==> src/rtl/pc_pkg.sv <==
// Shared definitions for the fetch PC generator.
// - pc_src_e : redirect source selected for the next PC. The fetch debug
//              trace uses the same encoding.
// - DEFAULT_RESET_VECTOR / DEFAULT_INC : default parameter values for pc_gen.
// - is_pow2  : helper for the parameter sanity checks.
package pc_pkg;

    typedef enum logic [2:0] {
        PC_SRC_SEQ,
        PC_SRC_CALL,
        PC_SRC_RET,
        PC_SRC_BRANCH,
        PC_SRC_TRAP
    } pc_src_e;

    localparam logic [31:0] DEFAULT_RESET_VECTOR = 32'h0000_0000;
    localparam int unsigned DEFAULT_INC          = 4;

    function automatic bit is_pow2(input int unsigned v);
        return (v != 0) && ((v & (v - 1)) == 0);
    endfunction

endpackage

==> src/rtl/return_addr_stack.sv <==
// Circular return-address stack. A push when full overwrites the oldest entry.
// Ports:
//   clk, rst        clock (rising edge) and asynchronous active-high reset
//   flush           discard all entries (count -> 0)
//   push, push_data write push_data at top+1 and advance top
//   pop             retreat top; the caller guarantees count != 0
//   top_data        entry at the current top pointer
//   count           number of valid entries, saturating at RAS_DEPTH
// The caller never asserts push and pop together.
module return_addr_stack
    import pc_pkg::*;
#(
    parameter int unsigned XLEN      = 32,
    parameter int unsigned RAS_DEPTH = 4
) (
    input  logic                         clk,
    input  logic                         rst,
    input  logic                         flush,
    input  logic                         push,
    input  logic [XLEN-1:0]              push_data,
    input  logic                         pop,
    output logic [XLEN-1:0]              top_data,
    output logic [$clog2(RAS_DEPTH):0]   count
);

    localparam int unsigned PW = $clog2(RAS_DEPTH);
    localparam int unsigned CW = PW + 1;

    logic [PW-1:0]   top;
    logic [XLEN-1:0] entry [RAS_DEPTH];

    // Pointer and occupancy. A flush only clears the count. The pointer
    // position does not matter once the count is zero.
    always_ff @(posedge clk or posedge rst) begin
        if (rst) begin
            top   <= '0;
            count <= '0;
        end else if (flush) begin
            count <= '0;
        end else if (push) begin
            top <= top + PW'(1);
            if (count != CW'(RAS_DEPTH)) begin
                count <= count + CW'(1);
            end
        end else if (pop) begin
            top   <= top - PW'(1);
            count <= count - CW'(1);
        end
    end

    // Entry storage needs no reset. Its contents are don't-care until written.
    always_ff @(posedge clk) begin
        if (push && !flush) begin
            entry[top + PW'(1)] <= push_data;
        end
    end

    assign top_data = entry[top];

endmodule

==> src/rtl/pc_gen.sv <==
// Fetch program counter generator with a prioritised redirect network
// (trap > stall > branch > return > call > sequential) and a return-address
// stack for call/return prediction.
// Ports:
//   clk, rst                  clock (rising edge), asynchronous active-high reset
//   stall                     hold PC and RAS; only a trap overrides it
//   trap_valid/trap_target    trap redirect, also flushes the RAS
//   branch_taken/branch_target resolved branch redirect
//   ret_valid                 return: predict from the RAS when it is non-empty
//   call_valid/call_target    call: jump and push pc + INC
//   pc                        registered fetch address
//   ras_count/ras_empty       RAS occupancy
module pc_gen
    import pc_pkg::*;
#(
    parameter int unsigned      XLEN         = 32,
    parameter logic [XLEN-1:0]  RESET_VECTOR = XLEN'(DEFAULT_RESET_VECTOR),
    parameter int unsigned      INC          = DEFAULT_INC,
    parameter int unsigned      RAS_DEPTH    = 4
) (
    input  logic                        clk,
    input  logic                        rst,
    input  logic                        stall,
    input  logic                        trap_valid,
    input  logic [XLEN-1:0]             trap_target,
    input  logic                        branch_taken,
    input  logic [XLEN-1:0]             branch_target,
    input  logic                        ret_valid,
    input  logic                        call_valid,
    input  logic [XLEN-1:0]             call_target,
    output logic [XLEN-1:0]             pc,
    output logic [$clog2(RAS_DEPTH):0]  ras_count,
    output logic                        ras_empty
);

    // Clears the low log2(INC) bits of a loaded target.
    localparam logic [XLEN-1:0] ALIGN_MASK = ~(XLEN'(INC) - XLEN'(1));

    if (!is_pow2(INC)) begin : g_bad_inc
        $error("pc_gen: INC must be a power of 2");
    end
    if (!is_pow2(RAS_DEPTH) || RAS_DEPTH < 2) begin : g_bad_depth
        $error("pc_gen: RAS_DEPTH must be a power of 2 and at least 2");
    end
    if ((RESET_VECTOR & ~ALIGN_MASK) != '0) begin : g_bad_rv
        $error("pc_gen: RESET_VECTOR must be INC-aligned");
    end

    pc_src_e         src;
    logic            hold;
    logic [XLEN-1:0] pc_inc;
    logic [XLEN-1:0] pc_next;
    logic [XLEN-1:0] ras_top;
    logic            ras_flush;
    logic            ras_push;
    logic            ras_pop;

    assign pc_inc = pc + XLEN'(INC);

    // Priority select. A return with an empty RAS falls back to the
    // sequential path. It must not also be treated as a call.
    always_comb begin
        src  = PC_SRC_SEQ;
        hold = 1'b0;
        if (trap_valid) begin
            src = PC_SRC_TRAP;
        end else if (stall) begin
            hold = 1'b1;
        end else if (branch_taken) begin
            src = PC_SRC_BRANCH;
        end else if (ret_valid) begin
            if (!ras_empty) begin
                src = PC_SRC_RET;
            end
        end else if (call_valid) begin
            src = PC_SRC_CALL;
        end
    end

    assign ras_flush = (src == PC_SRC_TRAP);
    assign ras_push  = (src == PC_SRC_CALL);
    assign ras_pop   = (src == PC_SRC_RET);

    always_comb begin
        pc_next = pc_inc;
        if (hold) begin
            pc_next = pc;
        end else begin
            case (src)
                PC_SRC_TRAP:   pc_next = trap_target & ALIGN_MASK;
                PC_SRC_BRANCH: pc_next = branch_target & ALIGN_MASK;
                PC_SRC_RET:    pc_next = ras_top;
                PC_SRC_CALL:   pc_next = call_target & ALIGN_MASK;
                default:       pc_next = pc_inc;
            endcase
        end
    end

    always_ff @(posedge clk or posedge rst) begin
        if (rst) begin
            pc <= RESET_VECTOR;
        end else begin
            pc <= pc_next;
        end
    end

    return_addr_stack #(
        .XLEN      (XLEN),
        .RAS_DEPTH (RAS_DEPTH)
    ) u_ras (
        .clk       (clk),
        .rst       (rst),
        .flush     (ras_flush),
        .push      (ras_push),
        .push_data (pc_inc),
        .pop       (ras_pop),
        .top_data  (ras_top),
        .count     (ras_count)
    );

    assign ras_empty = (ras_count == '0);

endmodule

==> config.mk <==
export PLATFORM = sky130hd
export DESIGN_NAME = pc_gen
export DESIGN_NICKNAME = d
export VERILOG_FILES = /design/src/rtl/pc_pkg.sv /design/src/rtl/return_addr_stack.sv /design/src/rtl/pc_gen.sv
export SDC_FILE = /design/constraint.sdc
export NUM_CORES = 1
export LEC_CHECK = 0
export ABC_CLOCK_PERIOD_IN_PS = 2800
export BUFFER_PORTS_ARGS = -buffer_cell sky130_fd_sc_hd__buf_2
export CAP_MARGIN = 5
export CORE_MARGIN = 8
export CORE_UTILIZATION = 38
export CTS_BUF_LIST = sky130_fd_sc_hd__clkbuf_4 sky130_fd_sc_hd__clkbuf_8
export DETAILED_ROUTE_END_ITERATION = 12
export GPL_TIMING_DRIVEN = 0
export SYNTH_ARGS = -nofsm -noshare
export SYNTH_HDL_FRONTEND = slang
export SYNTH_SLANG_ARGS = --single-unit
==> constraint.sdc <==
create_clock -name clk -period 2.8 [get_ports clk]
set_input_delay 0.14 -clock clk [delete_from_list [all_inputs] [get_ports clk]]
set_output_delay 0.14 -clock clk [all_outputs]
set_load 0.01 [all_outputs]
* Word level (Yosys, flattened, before mapping) *
Memories as Yosys holds them, arrays and structs flattened.
Index checks and enable logic that the tools add are counted.

word-level totals
  output and inout port bits = 36
  memories = 1
  memory bits (writable) = 128
  register bits = 37

cells by class
  $add $sub $neg = 5
  mux-type cells = 17
  equality and inequality tests = 6
  bitwise gates (word level) = 1
  reduce and logical (&&, ||, !) cells = 7

memory list
  name         words  bits a word  rd ports  clocked after Yosys merged registers in  wr ports  line                     source
  u_ras.entry  4      32           1         0                                        1         return_addr_stack.sv:30  logic [XLEN-1:0] entry [RAS_DEPTH];

operators with widths
  operator                                                number
  one-hot mux 32 bit (4 select lines)                     1
  adder 32 x 3 -> 32 bit (second input constant)          1
  2-to-1 mux 3 bit                                        8
  == test 3 x 2 -> 1 bit (second input constant)          2
  2-to-1 mux 2 bit                                        3
  2-to-1 mux 1 bit                                        5
  AND reduction 2 bit                                     2
  adder 3 x 1 -> 3 bit (second input constant)            1
  == test 3 x 1 -> 1 bit (second input constant)          1
  == test 3 bit (second input constant)                   1
  logical NOT 3 bit                                       1
  inequality test 3 x 2 -> 1 bit (second input constant)  1
  inequality test 3 bit (second input constant)           1
  nonzero test 3 bit                                      1
  subtractor 3 x 1 -> 3 bit (second input constant)       1
  adder 2 x 1 -> 2 bit (second input constant)            1
  nonzero test 2 bit                                      1
  subtractor 2 x 1 -> 2 bit (second input constant)       1
  logical AND 1 bit                                       1
  logical NOT 1 bit                                       1
  NOT 1 bit                                               1

* Depth between registers and ports, before layout *
Gate-level depths: netlist of the first run.

  depth in word-level cells = 11
  mapped depth = 13
  depth with buffers taken out = 9

* Cells and area by module *
A second synthesis of the first run with hierarchy kept.

unflattened totals
  cell total of the unflattened synthesis = 580
  area total of the unflattened synthesis = 7945.1 um^2

by module, submodules not included
  module             seq. area each (um^2)  cells an instance  instances  area each (um^2)
  return_addr_stack  3968.8                 209                1          5047.3
  pc_gen             800.8                  371                1          2897.8

* Worst setup path after synthesis of the first run *
No wires, ideal clock.

  kind = register to register
  from = register u_ras.top[0]
  to = memory u_ras.entry[3][0], enable pin
  setup slack = 0.382 ns
  setup time = 0.392 ns
  arrival = 2.025 ns
  required time = 2.408 ns
  cell stages (with the launch flop) = 7
  cell sequence = dfrtp_1 -> buf_2 -> buf_4 -> buf_2 -> inv_1 -> ha_1 -> and3_1

between the ends
  longest elaborated chain between the ends = 1

ends and longest elaborated chain
  what                      line                     source
  start: declaration        return_addr_stack.sv:29  logic [PW-1:0] top;
  start signal: assignment  return_addr_stack.sv:41  top <= top + PW'(1);
  start signal: assignment  return_addr_stack.sv:46  top <= top - PW'(1);
  adder 2 x 1 -> 2 bit      return_addr_stack.sv:54  entry[top + PW'(1)] <= push_data;
  end: declaration          return_addr_stack.sv:30

Every way passes these cells.

* Worst setup path in the final report of the first run *
  from = register u_ras.top[1]
  to = memory u_ras.entry[1][20], enable pin

Same word-level chain as after synthesis.

==> impl_summary.log, run 1 <==
INFO  metric global_route.usage.total = 20.4%
INFO  metric crit_path_end_kind = flop
INFO  metric layout.area.seq = roughly 4800 um^2
INFO  metric synth.net_count = approximately 700
INFO  metric setup_tns_final = 0 ns
INFO  metric average_instance_area_after_synthesis = about 13 um^2
INFO  metric multiInputGateArea = 2980 um^2
INFO  metric htree_levels = 4
INFO  metric crit_fanout = 23
INFO  metric detailroute.via_count = slightly above 6000
INFO  metric mappedNetlistArea = approximately 8000 um^2
INFO  metric timing.slew.headroom = 42.1%
INFO  metric synth_largest_area_cell = sky130_fd_sc_hd__edfxtp_1
INFO  metric num_rows = 53
INFO  metric final_layout_worst_hold_slack = between 0.02 and 0.03 ns
INFO  metric hold_depth = 3
INFO  metric final_core_util = about 47%
INFO  metric final_hold_viol_count = 0
INFO  metric setup_viol = 0
INFO  metric power_density = 649 nW/um^2
INFO  metric routed_wl = around 27 mm
INFO  metric grt_setup_unrepaired = false
INFO  metric finish.instance_area = ~9700 um^2
INFO  metric synthesis.yosys.warnings = 0
INFO  metric final_cell_count_no_fill = 1060
INFO  metric min_period = 2.61 ns
INFO  metric seq_area_frac_synth = about three fifths
INFO  metric peakVddDrop = ~0.00035 V
INFO  metric synthCells = ~590
INFO  metric drive_above_1_share = 30.8%
INFO  metric first_global_vias = roughly 6400
INFO  metric routedWlPerCell = 25.2 um
INFO  metric post_drt_via_cell_ratio = 5.80
INFO  metric hold-path-endpoint = pc[27]$_DFFE_PP0N_
INFO  metric p_leak = 3.61 nW
INFO  metric critical_path_class = reg2reg
INFO  metric r2r_start = u_ras.top[1]$_DFFE_PP0P_
INFO  metric reg2reg_setup_slack = 0.19 ns
INFO  metric antenna_found_initial = 0
INFO  metric tritoncts = yes
INFO  metric post-route-period-util = 93.3%
INFO  metric diodes = 0
INFO  metric numCtsBuffers = 17
INFO  metric f_max = 0.383 GHz
INFO  metric dieHeight = roughly 160 um
INFO  metric ys_dominant_reg_cell = sky130_fd_sc_hd__edfxtp_1
INFO  metric r2r.worst_path.cells = 7
INFO  metric dr.first_iter.drc_count = 668
INFO  metric clock_sinks = 165
INFO  metric mostFrequentLayoutCells = sky130_fd_sc_hd__buf_2, sky130_fd_sc_hd__edfxtp_1, sky130_fd_sc_hd__nand2_1, sky130_fd_sc_hd__a21oi_1, sky130_fd_sc_hd__dfrtp_1
INFO  metric start_util = approximately two fifths
INFO  metric fillers = between 1500 and 2000
INFO  metric cap_violations = 0
INFO  metric placed_cells_incl_taps = 1004
INFO  metric ctsLongestPathBuffers = 2
INFO  metric timing.critical_path.from_type = flop
INFO  metric insertion_delay = 0.46 ns
INFO  metric status = completed
INFO  metric drtAntennaViolNets = 0
INFO  metric first_pass_grt_wire_length = between 30 and 40 mm
INFO  metric synth_edf_count = 128
INFO  metric final_nets = 881
INFO  metric hold_path_startpoint = trap_target[27]
INFO  metric worstMarginPinSlew = 0.868 ns
INFO  metric report.power.total = 6.32 mW
INFO  metric boundaryPins = 139
INFO  metric largest_cells_by_area_after_synthesis = sky130_fd_sc_hd__edfxtp_1, sky130_fd_sc_hd__dfrtp_1, sky130_fd_sc_hd__mux4_2
INFO  metric synth_cell_type_count = 57
INFO  metric synthArstFlopShare = about 22%
INFO  metric gp_congestion = 0.857
INFO  metric core_area = 20800 um^2
INFO  metric root_buffer = sky130_fd_sc_hd__clkbuf_8
INFO  metric place.detailed.hpwl = about 19 mm
INFO  metric cp_data_required_time = 3.00 ns
INFO  metric postSynthRegisterBits = 165
INFO  metric hp-class = in2reg
INFO  metric timing.critical_path.from = u_ras.top[1]$_DFFE_PP0P_
INFO  metric grt_overflow = 0
INFO  metric grt_start_max_net_pins = 30
INFO  metric final.setup.worst_slack = about 0.19 ns
INFO  metric worstReg2RegEnd = u_ras.entry[1][20]$_DFFE_PP_
INFO  metric floorplan.die_area = 25900 um^2
INFO  metric dr.pass1.iters = 7
INFO  metric count_of_pins_over_their_slew_limit = 0
INFO  metric final.setup_skew = 0.0120 ns
INFO  metric count_of_buffers_inserted_at_the_top_level_ports = 132
INFO  metric post-route-drc-count = 0
INFO  metric pre_cts_ws = -0.427 ns
INFO  metric chip_width = 161 um
INFO  metric cts.reportedPaths.clkPinSlew = 0.08 ns
INFO  metric placement.cell_area = 9080 um^2
INFO  metric netlist.area_leader.share = between 40% and 50%
INFO  metric most_common_cell_after_layout_fill_and_taps_aside = sky130_fd_sc_hd__buf_2
INFO  metric area.growth.synth_to_final = 22.1%
INFO  metric worst_ep_arrival_time = 2.81 ns
-- registers in the layout, summed over array words and instances, names as in the netlist --
name,flops
u_ras.entry,128
u_ras.count,3
u_ras.top,2
pc,32
-- worst max path at each step --
stage | endpoint | slack [ns] | cells after the start
after floorplan | u_ras.entry[3][0]$_DFFE_PP_ | 0.38 | 6
after global placement | u_ras.entry[1][21]$_DFFE_PP_ | -0.61 | 6
after detailed placement | u_ras.count[2]$_DFFE_PP0P_ | -0.43 | 13
after CTS | u_ras.count[2]$_DFFE_PP0P_ | 0.06 | 13
after global routing | pc[4]$_DFFE_PP0N_ | 0.08 | 6
final | u_ras.entry[1][20]$_DFFE_PP_ | 0.19 | 7
-- synth_stat cells (4+ instances only) --
library cell               instances
sky130_fd_sc_hd__a221o_1          24
sky130_fd_sc_hd__clkbuf_1         24
sky130_fd_sc_hd__or3_1             4
sky130_fd_sc_hd__ha_1              6
sky130_fd_sc_hd__and3_1            9
sky130_fd_sc_hd__xor2_1            6
sky130_fd_sc_hd__xnor2_1          25
sky130_fd_sc_hd__nand2_1          51
sky130_fd_sc_hd__dfrtp_1          37
sky130_fd_sc_hd__buf_2            19
sky130_fd_sc_hd__o21ai_1           9
sky130_fd_sc_hd__nor3_1            9
sky130_fd_sc_hd__nand4_1           6
sky130_fd_sc_hd__inv_1             7
sky130_fd_sc_hd__buf_1             5
sky130_fd_sc_hd__o21ai_0          10
sky130_fd_sc_hd__nand3_1          18
sky130_fd_sc_hd__mux2i_1           5
sky130_fd_sc_hd__a21oi_1          41
sky130_fd_sc_hd__a21o_1            4
sky130_fd_sc_hd__nor3b_1           9
sky130_fd_sc_hd__a221oi_1         12
sky130_fd_sc_hd__nand3b_1         19
sky130_fd_sc_hd__o22ai_1           4
sky130_fd_sc_hd__edfxtp_1        128
sky130_fd_sc_hd__mux4_2           32
sky130_fd_sc_hd__nor2_1           22
-- routing by layer --
metal / global-route usage, % / up-vias / share of wire [%] / wire (um)
li1: - / 2666 / - / -
met1: 25.9 / 3112 / 40 / 10600
met2: 34.0 / 331 / 50 / 13300
met3: 4.20 / 40 / 8.2 / 2180
met4: 7.45 / 0 / 2.3 / 622
met5: 0 / - / 0 / 0
-- critical path, stage by stage (launching register included) --
cell,delay (ns)
sky130_fd_sc_hd__dfrtp_1,0.38
sky130_fd_sc_hd__clkbuf_1,0.32
sky130_fd_sc_hd__buf_2,0.37
sky130_fd_sc_hd__buf_2,0.36
sky130_fd_sc_hd__inv_1,0.14
sky130_fd_sc_hd__ha_1,0.21
sky130_fd_sc_hd__and3_2,0.31
sky130_fd_sc_hd__buf_12,0.24
-- kinds of logic after synthesis --
logic type	count (synthesis)	synth area share, %
and+or+nand+nor	172	12.1
DFF	165	59.8
AOI/OAI and AO/OA	123	10.9
buffers and inverters	58	3.17
muxes	37	9.67
xor gates and xnor gates	31	3.40
adders and majority gates	6	0.941
-- timing repair --
action	CTS	global route
endpoints found under the hold margin	57	0
resized for setup	0	7
endpoints found under the setup margin	0	11
hold buffers	24	0
buffers inserted	0	0
-- power breakdown --
group / switching [mW] / internal (mW) / leakage, nW
logic: 0.911 / 0.756 / 1.79
clock network: 0.833 / 0.890 / 0.210
registers: 0.123 / 2.81 / 1.61
total: 1.87 / 4.46 / 3.61
-- layout make-up --
cell class / instances / share of cell area, %
timing repair buffer: 161 / 10.3
inverter: 7 / 0.270
clock inverter: 6 / 0.822
buffer: 51 / 2.39
sequential: 165 / 49.0
tap: 275 / 3.53
multi-input combinational: 369 / 30.6
clock buffer: 26 / 3.16
No activity file was read; power rests on OpenSTA's default activity.
==> run 2, diff against run 1 <==
CORE_UTILIZATION = 55   (was 38)
PLACE_DENSITY = 0.79   (was default)
==> impl_summary.log, run 2 (synthesis gave the netlist of run 1 again) <==
INFO  metric status = completed (unchanged)
INFO  metric root_buffer = sky130_fd_sc_hd__clkbuf_8 (unchanged)
INFO  metric cap_violations = 0 (unchanged)
INFO  metric peakVddDrop = 0.000444 V (was 0.000348 V)
INFO  metric most_used_cell_along_the_critical_path = sky130_fd_sc_hd__buf_2 (unchanged)
INFO  metric final_nets = 878 (was 881)
INFO  metric routed_wl = 24.8 mm (was 26.7 mm)
INFO  metric path_depth = 6 (was 7)
INFO  metric post-route-drc-count = 0 (unchanged)
INFO  metric timing.critical_path.cells = clkbuf_1 > buf_2 > buf_2 > inv_1 > ha_1 > and3_2 (was clkbuf_1 > buf_2 > buf_2 > inv_1 > ha_1 > and3_2 > buf_12)
INFO  metric first_pass_grt_wire_length = 37.3 mm (was 39.4 mm)
INFO  metric numCtsBuffers = 17 (unchanged)
INFO  metric global_route.usage.total = 27.4% (was 20.4%)
INFO  metric timing.critical_path.from = u_ras.top[1]$_DFFE_PP0P_ (unchanged)
INFO  metric count_of_buffers_inserted_at_the_top_level_ports = 132 (unchanged)
INFO  metric largest_register_ff_count = 128 (unchanged)
INFO  metric critical_path.max_stage_delay = 0.84 ns (was 0.38 ns)
INFO  metric post-route-period-util = 96.8% (was 93.3%)
INFO  metric wire_length_on_met1 = 8.63 mm (was 10.6 mm)
INFO  metric fillers = 1002 (was 1918)
INFO  metric hp-class = in2reg (unchanged)
INFO  metric place.detailed.hpwl = 16.6 mm (was 18.7 mm)
INFO  metric clock_sinks = 165 (unchanged)
INFO  metric final_cell_count_no_fill = 967 (was 1060)
INFO  metric reg.largest.list = u_ras.entry (128), pc (32), u_ras.count (3) (unchanged)
INFO  metric insertion_delay = 0.49 ns (was 0.46 ns)
INFO  metric met3_routed_wirelength = 2.64 mm (was 2.18 mm)
INFO  metric final_layout_worst_hold_slack = 0.0115 ns (was 0.0284 ns)
INFO  metric p_leak = 3.61 nW (about the same)
INFO  metric drive_above_1_share = 30.2% (was 30.8%)
INFO  metric highest-signal-layer = met4 (unchanged)
INFO  metric ctsLongestPathBuffers = 2 (unchanged)
INFO  metric crit_path_end_kind = flop (unchanged)
INFO  metric critical_path_class = reg2reg (unchanged)
INFO  metric dr.pass1.iters = 5 (was 7)
INFO  metric crit_fanout = 32 (was 23)
INFO  metric first_global_vias = 6731 (was 6437)
INFO  metric worstMarginPinSlew = 1.00 ns (was 0.868 ns)
INFO  metric chip_width = 136 um (was 161 um)
INFO  metric post_drt_via_cell_ratio = 6.60 (was 5.80)
INFO  metric cts.reportedPaths.clkPinSlew = 0.09 ns (was 0.08 ns)
INFO  metric setup_viol = 0 (unchanged)
INFO  metric grt_overflow = 0 (unchanged)
INFO  metric cpMaxStageDelayCell = sky130_fd_sc_hd__and3_2 (was sky130_fd_sc_hd__dfrtp_1)
INFO  metric reg2reg_setup_slack = 0.09 ns (was 0.19 ns)
INFO  metric timing.critical_path.from_type = flop (unchanged)
INFO  metric placed_cells_incl_taps = 909 (was 1004)
INFO  metric boundaryPins = 139 (unchanged)
INFO  metric worst_ep_arrival_time = 2.81 ns (about the same)
INFO  metric core_area = 14400 um^2 (was 20800 um^2)
INFO  metric num_rows = 44 (was 53)
INFO  metric met2_length = 12.4 mm (was 13.3 mm)
INFO  metric max_flop_register = u_ras.entry (unchanged)
INFO  metric f_max = 0.369 GHz (was 0.383 GHz)
INFO  metric r2r.worst_path.cells = 6 (was 7)
INFO  metric count_of_pins_over_their_slew_limit = 0 (unchanged)
INFO  metric cts_setup_buffers = 0 (unchanged)
INFO  metric area.growth.synth_to_final = 20.9% (was 22.1%)
INFO  metric cp_data_required_time = 2.90 ns (was 3.00 ns)
INFO  metric grt_setup_unrepaired = false (unchanged)
INFO  metric final.setup_skew = 0.0186 ns (was 0.0120 ns)
INFO  metric r2r_start = u_ras.top[1]$_DFFE_PP0P_ (unchanged)
INFO  metric final_hold_viol_count = 0 (unchanged)
INFO  metric start_util = 55.5% (was 38.3%)
INFO  metric drtAntennaViolNets = 0 (unchanged)
INFO  metric setup.worst_path.end = u_ras.entry[2][5]$_DFFE_PP_ (was u_ras.entry[1][20]$_DFFE_PP_)
INFO  metric floorplan.die_area = 18600 um^2 (was 25900 um^2)
INFO  metric htree_levels = 4 (unchanged)
INFO  metric dr.first_iter.drc_count = 877 (was 668)
INFO  metric timing.slew.headroom = 33.2% (was 42.1%)
INFO  metric detailroute.via_count = 6381 (was 6149)
INFO  metric grt_start_max_net_pins = 36 (was 30)
INFO  metric routedWlPerCell = 25.7 um (was 25.2 um)
INFO  metric mostFrequentLayoutCells = sky130_fd_sc_hd__buf_2, sky130_fd_sc_hd__edfxtp_1, sky130_fd_sc_hd__nand2_1, sky130_fd_sc_hd__a21oi_1, sky130_fd_sc_hd__dfrtp_1 (unchanged)
INFO  metric path_delay_family = buffers and inverters (unchanged)
INFO  metric dieHeight = 136 um (was 161 um)
INFO  metric power_density = 688 nW/um^2 (was 649 nW/um^2)
INFO  metric buffering_stage_count_on_the_worst_path_with_inverters_included = 4 (was 5)
INFO  metric hold_path_startpoint = branch_taken (was trap_target[27])
INFO  metric antenna_found_initial = 0 (unchanged)
INFO  metric most_common_cell_after_layout_fill_and_taps_aside = sky130_fd_sc_hd__buf_2 (unchanged)
INFO  metric min_period = 2.71 ns (was 2.61 ns)
INFO  metric worstReg2RegEnd = u_ras.entry[2][5]$_DFFE_PP_ (was u_ras.entry[1][20]$_DFFE_PP_)
INFO  metric tritoncts = yes (unchanged)
INFO  metric gp_congestion = 0.911 (was 0.857)
[run 2: cell count changes in the layout (fill, tap and decap cells not counted), moves of 2 or more]
cell	previous run	this run
sky130_fd_sc_hd__buf_2	149	151
sky130_fd_sc_hd__clkbuf_8	18	22
sky130_fd_sc_hd__buf_12	5	1
sky130_fd_sc_hd__bufinv_16	2	5
sky130_fd_sc_hd__clkbuf_4	10	2
sky130_fd_sc_hd__clkinv_2	4	2
[run 2: repair_timing]
action	in CTS	in global routing
hold buffers	25	0
hold endpoints to repair	56	0
setup endpoints to repair	0	6
resized for setup	0	2
[run 2: how the worst min path moves through the flow]
stage          slack [ns]                    endpoint  cells after the start
4_1_cts             0.001           pc[5]$_DFFE_PP0N_                      4
5_1_grt              0.02          pc[28]$_DFFE_PP0N_                      3
3_3_place_gp         0.34           pc[6]$_DFFE_PP0N_                      2
6_report             0.01  u_ras.count[2]$_DFFE_PP0P_                      4
2_1_floorplan        0.26           pc[4]$_DFFE_PP0N_                      2
3_5_place_dp        0.005          pc[28]$_DFFE_PP0N_                      2
[run 2: final cells by class]
cell class                 instances  area [um^2]  area share, %
multi-input combinational        369         2970           30.8
clock buffer                      24          318           3.30
buffer                            51          226           2.35
tap                              184          230           2.39
timing repair buffer             158          931           9.65
clock inverter                     8          168           1.74
sequential                       165         4770           49.5
inverter                           7         26.3          0.272
antenna                            1         2.50         0.0260
[run 2: power by group]
part	internal, mW	switching, mW
logic	0.750	0.893
registers	2.81	0.122
clock network	1.20	0.861
total	4.76	1.88
[run 2: worst register-to-register path, stage by stage (launching register included)]
cell and delay (ns):
sky130_fd_sc_hd__dfrtp_1 0.41, sky130_fd_sc_hd__clkbuf_1 0.23, sky130_fd_sc_hd__buf_2 0.28, sky130_fd_sc_hd__buf_2 0.26, sky130_fd_sc_hd__inv_1 0.13, sky130_fd_sc_hd__ha_1 0.16, sky130_fd_sc_hd__and3_2 0.84
[run 2: metrics by stage]
stage / area, um^2 / setup TNS, ns / utilization, % / power (mW) / worst slack (ns)
3_5_place_dp: 8890 / -0.267 / 61.9 / 4.57 / -0.267
2_1_floorplan: 7970 / 0 / - / 4.05 / 0.382
4_1_cts: 9630 / 0 / 67.0 / 6.60 / 0.0760
5_1_grt: 9640 / 0 / 67.1 / 6.85 / 0.0101
3_3_place_gp: 8860 / -42.37 / 61.7 / 4.51 / -0.460
6_report: 9640 / 0 / 67.1 / 6.64 / 0.0892
[run 2: metal layers]
layer | GRT usage (%) | vias up
li1 | - | 2669
met1 | 31.6 | 3118
met2 | 45.2 | 494
met3 | 7.54 | 100
met4 | 15.9 | 0
met5 | 0 | -
==> run 3, diff against run 2 <==
RECOVER_POWER = 25   (was default)
==> impl_summary.log, run 3 (synthesis gave the netlist of run 1 again) <==
INFO  metric num_rows = 44 (unchanged)
INFO  metric busiest_grt_layer = met2 (unchanged)
INFO  metric grt_util_met3 = 7.54% (unchanged)
INFO  metric crit_path_end_kind = flop (unchanged)
INFO  metric core_area = 14400 um^2 (unchanged)
INFO  metric critical_path_class = reg2reg (unchanged)
INFO  metric max_flop_register = u_ras.entry (unchanged)
INFO  metric tritoncts = yes (unchanged)
INFO  metric power_density = 691 nW/um^2 (was 688 nW/um^2)
INFO  metric count_of_buffers_inserted_at_the_top_level_ports = 132 (unchanged)
INFO  metric grt_setup_unrepaired = false (unchanged)
INFO  metric f_max = 0.368 GHz (was 0.369 GHz)
INFO  metric failed_checks = capacitance limit, slew limit
INFO  metric post-route-period-util = 97.0% (was 96.8%)
INFO  metric clock_sinks = 165 (unchanged)
INFO  metric detailroute.via_count = 6409 (was 6381)
INFO  metric fillers = 1023 (was 1002)
INFO  metric count_of_pins_over_their_slew_limit = 36 (was 0)
INFO  metric final.setup_skew = 0.0153 ns (was 0.0186 ns)
INFO  metric cap_violations = 1 (was 0)
INFO  metric chip_width = 136 um (unchanged)
INFO  metric root_buffer = sky130_fd_sc_hd__clkbuf_8 (unchanged)
INFO  metric reg.largest.list = u_ras.entry (128), pc (32), u_ras.count (3) (unchanged)
INFO  metric first_global_vias = 6731 (unchanged)
INFO  metric routed_wl = 25.0 mm (was 24.8 mm)
INFO  metric p_leak = 3.51 nW (was 3.61 nW)
INFO  metric insertion_delay = 0.48 ns (was 0.49 ns)
INFO  metric crit_fanout = 32 (unchanged)
INFO  metric start_util = 55.5% (unchanged)
INFO  metric peakVddDrop = 0.000440 V (was 0.000444 V)
INFO  metric finish.instance_area = 9590 um^2 (was 9640 um^2)
INFO  metric place.detailed.hpwl = 16.6 mm (unchanged)
INFO  metric final_core_util = 66.8% (was 67.1%)
INFO  metric hp-class = in2reg (unchanged)
INFO  metric antenna_found_initial = 0 (unchanged)
INFO  metric cts.reportedPaths.clkPinSlew = 0.09 ns (about the same)
INFO  metric largest_register_ff_count = 128 (unchanged)
INFO  metric floorplan.die_area = 18600 um^2 (unchanged)
INFO  metric post_drt_via_cell_ratio = 6.63 (was 6.60)
INFO  metric min_period = 2.71 ns (about the same)
INFO  metric first_pass_grt_wire_length = 37.3 mm (unchanged)
INFO  metric mostFrequentLayoutCells = sky130_fd_sc_hd__edfxtp_1, sky130_fd_sc_hd__buf_2, sky130_fd_sc_hd__clkbuf_1, sky130_fd_sc_hd__nand2_1, sky130_fd_sc_hd__a21oi_1 (was sky130_fd_sc_hd__buf_2, sky130_fd_sc_hd__edfxtp_1, sky130_fd_sc_hd__nand2_1, sky130_fd_sc_hd__a21oi_1, sky130_fd_sc_hd__dfrtp_1)
INFO  metric status = finished with violations (was completed)
INFO  metric htree_levels = 4 (unchanged)
INFO  metric boundaryPins = 139 (unchanged)
INFO  metric grt_util_met1 = 31.6% (unchanged)
INFO  metric routedWlPerCell = 25.9 um (was 25.7 um)
INFO  metric post-route-drc-count = 0 (unchanged)
INFO  metric grt_start_max_net_pins = 36 (unchanged)
INFO  metric cp_data_required_time = 2.89 ns (was 2.90 ns)
INFO  metric setup_viol = 0 (unchanged)
INFO  metric grt_overflow = 0 (unchanged)
INFO  metric worstMarginPinSlew = 2.06 ns (was 1.00 ns)
INFO  metric dieHeight = 136 um (unchanged)
INFO  metric final_nets = 878 (unchanged)
INFO  metric timing.slew.headroom = -37.3% (was 33.2%)
INFO  metric ctsLongestPathBuffers = 2 (unchanged)
INFO  metric grtUsageMet2 = 45.2% (unchanged)
INFO  metric cts_setup_buffers = 0 (unchanged)
INFO  metric final_hold_viol_count = 0 (unchanged)
INFO  metric most_common_cell_after_layout_fill_and_taps_aside = sky130_fd_sc_hd__edfxtp_1 (was sky130_fd_sc_hd__buf_2)
INFO  metric r2r.worst_path.cells = 6 (unchanged)
INFO  metric gp_congestion = 0.911 (unchanged)
INFO  metric drive_above_1_share = 25.8% (was 30.2%)
INFO  metric dr.first_iter.drc_count = 860 (was 877)
INFO  metric numCtsBuffers = 17 (unchanged)
INFO  metric hold_depth = 4 (unchanged)
INFO  metric global_route.usage.total = 27.4% (unchanged)
INFO  metric setup_tns_final = 0 ns (unchanged)
INFO  metric timing.critical_path.from_type = flop (unchanged)
INFO  metric report.power.total = 6.63 mW (was 6.64 mW)
INFO  metric dr.pass1.iters = 5 (unchanged)
INFO  metric area.growth.synth_to_final = 20.3% (was 20.9%)
INFO  metric worst_ep_arrival_time = 2.80 ns (was 2.81 ns)
INFO  metric placement.cell_area = 8890 um^2 (unchanged)
INFO  metric drtAntennaViolNets = 0 (unchanged)
==> run 3: layout make-up <==
cell class | count | area [um^2] | area share (%)
Sequential cell | 165 | 4770 | 49.7
Antenna cell | 1 | 2.50 | 0.0261
Multi-Input combinational cell | 369 | 2970 | 31.0
Buffer | 51 | 226 | 2.36
Tap cell | 184 | 230 | 2.40
Clock inverter | 8 | 168 | 1.75
Timing Repair Buffer | 158 | 881 | 9.18
Inverter | 7 | 26.3 | 0.274
Clock buffer | 24 | 318 | 3.31
==> run 3: metrics by stage <==
| stage | worst slack [ns] | std cells | hold WS [ns] |
|---|---|---|---|
| 2_1_floorplan | 0.382 | 592 | 0.256 |
| 3_3_place_gp | -0.460 | 908 | 0.343 |
| 3_5_place_dp | -0.267 | 909 | 0.00501 |
| 4_1_cts | 0.0760 | 966 | 0.00140 |
| 5_1_grt | 0.0101 | 966 | 0.0216 |
| 6_report | 0.0852 | 967 | 0.0108 |
==> run 3: final timing paths <==
check                      slack [ns]                     start                          end
hold reg to reg                  0.55         pc[3]$_DFFE_PP0N_            pc[3]$_DFFE_PP0N_
hold / removal                   0.01            trap_target[5]            pc[5]$_DFFE_PP0N_
max in group asynchronous        0.41                       rst           pc[21]$_DFFE_PP0N_
setup / recovery                 0.09  u_ras.top[1]$_DFFE_PP0P_  u_ras.entry[1][6]$_DFFE_PP_
setup reg to reg                 0.09  u_ras.top[1]$_DFFE_PP0P_  u_ras.entry[1][6]$_DFFE_PP_
min in group asynchronous        0.06                       rst           pc[28]$_DFFE_PP0N_
==> run 3: power breakdown <==
| part | switching (mW) | internal [mW] | total (mW) |
|---|---|---|---|
| clock network | 0.866 | 1.20 | 2.06 |
| logic | 0.899 | 0.731 | 1.63 |
| registers | 0.124 | 2.81 | 2.94 |
==> run 3: what timing repair did <==
item | 4_1_cts | 5_1_grt
endpoints found under the hold margin | 56 | 0
setup endpoints to repair | 0 | 6
resized for setup | 0 | 2
hold buffers | 25 | 0
==> run 3: worst max-delay path: stages (launching register included) <==
cell and delay, ns:
sky130_fd_sc_hd__dfrtp_1 0.39, sky130_fd_sc_hd__clkbuf_1 0.35, sky130_fd_sc_hd__buf_2 0.38, sky130_fd_sc_hd__buf_2 0.35
sky130_fd_sc_hd__inv_1 0.13, sky130_fd_sc_hd__ha_1 0.20, sky130_fd_sc_hd__and3_2 0.51
==> run 3: layer usage <==
metal,wire length [um],vias up,part of all wire [%]
li1,-,2663,-
met1,8760,3148,35
met2,12400,500,50
met3,2640,98,11
met4,1220,0,4.9
met5,0,-,0
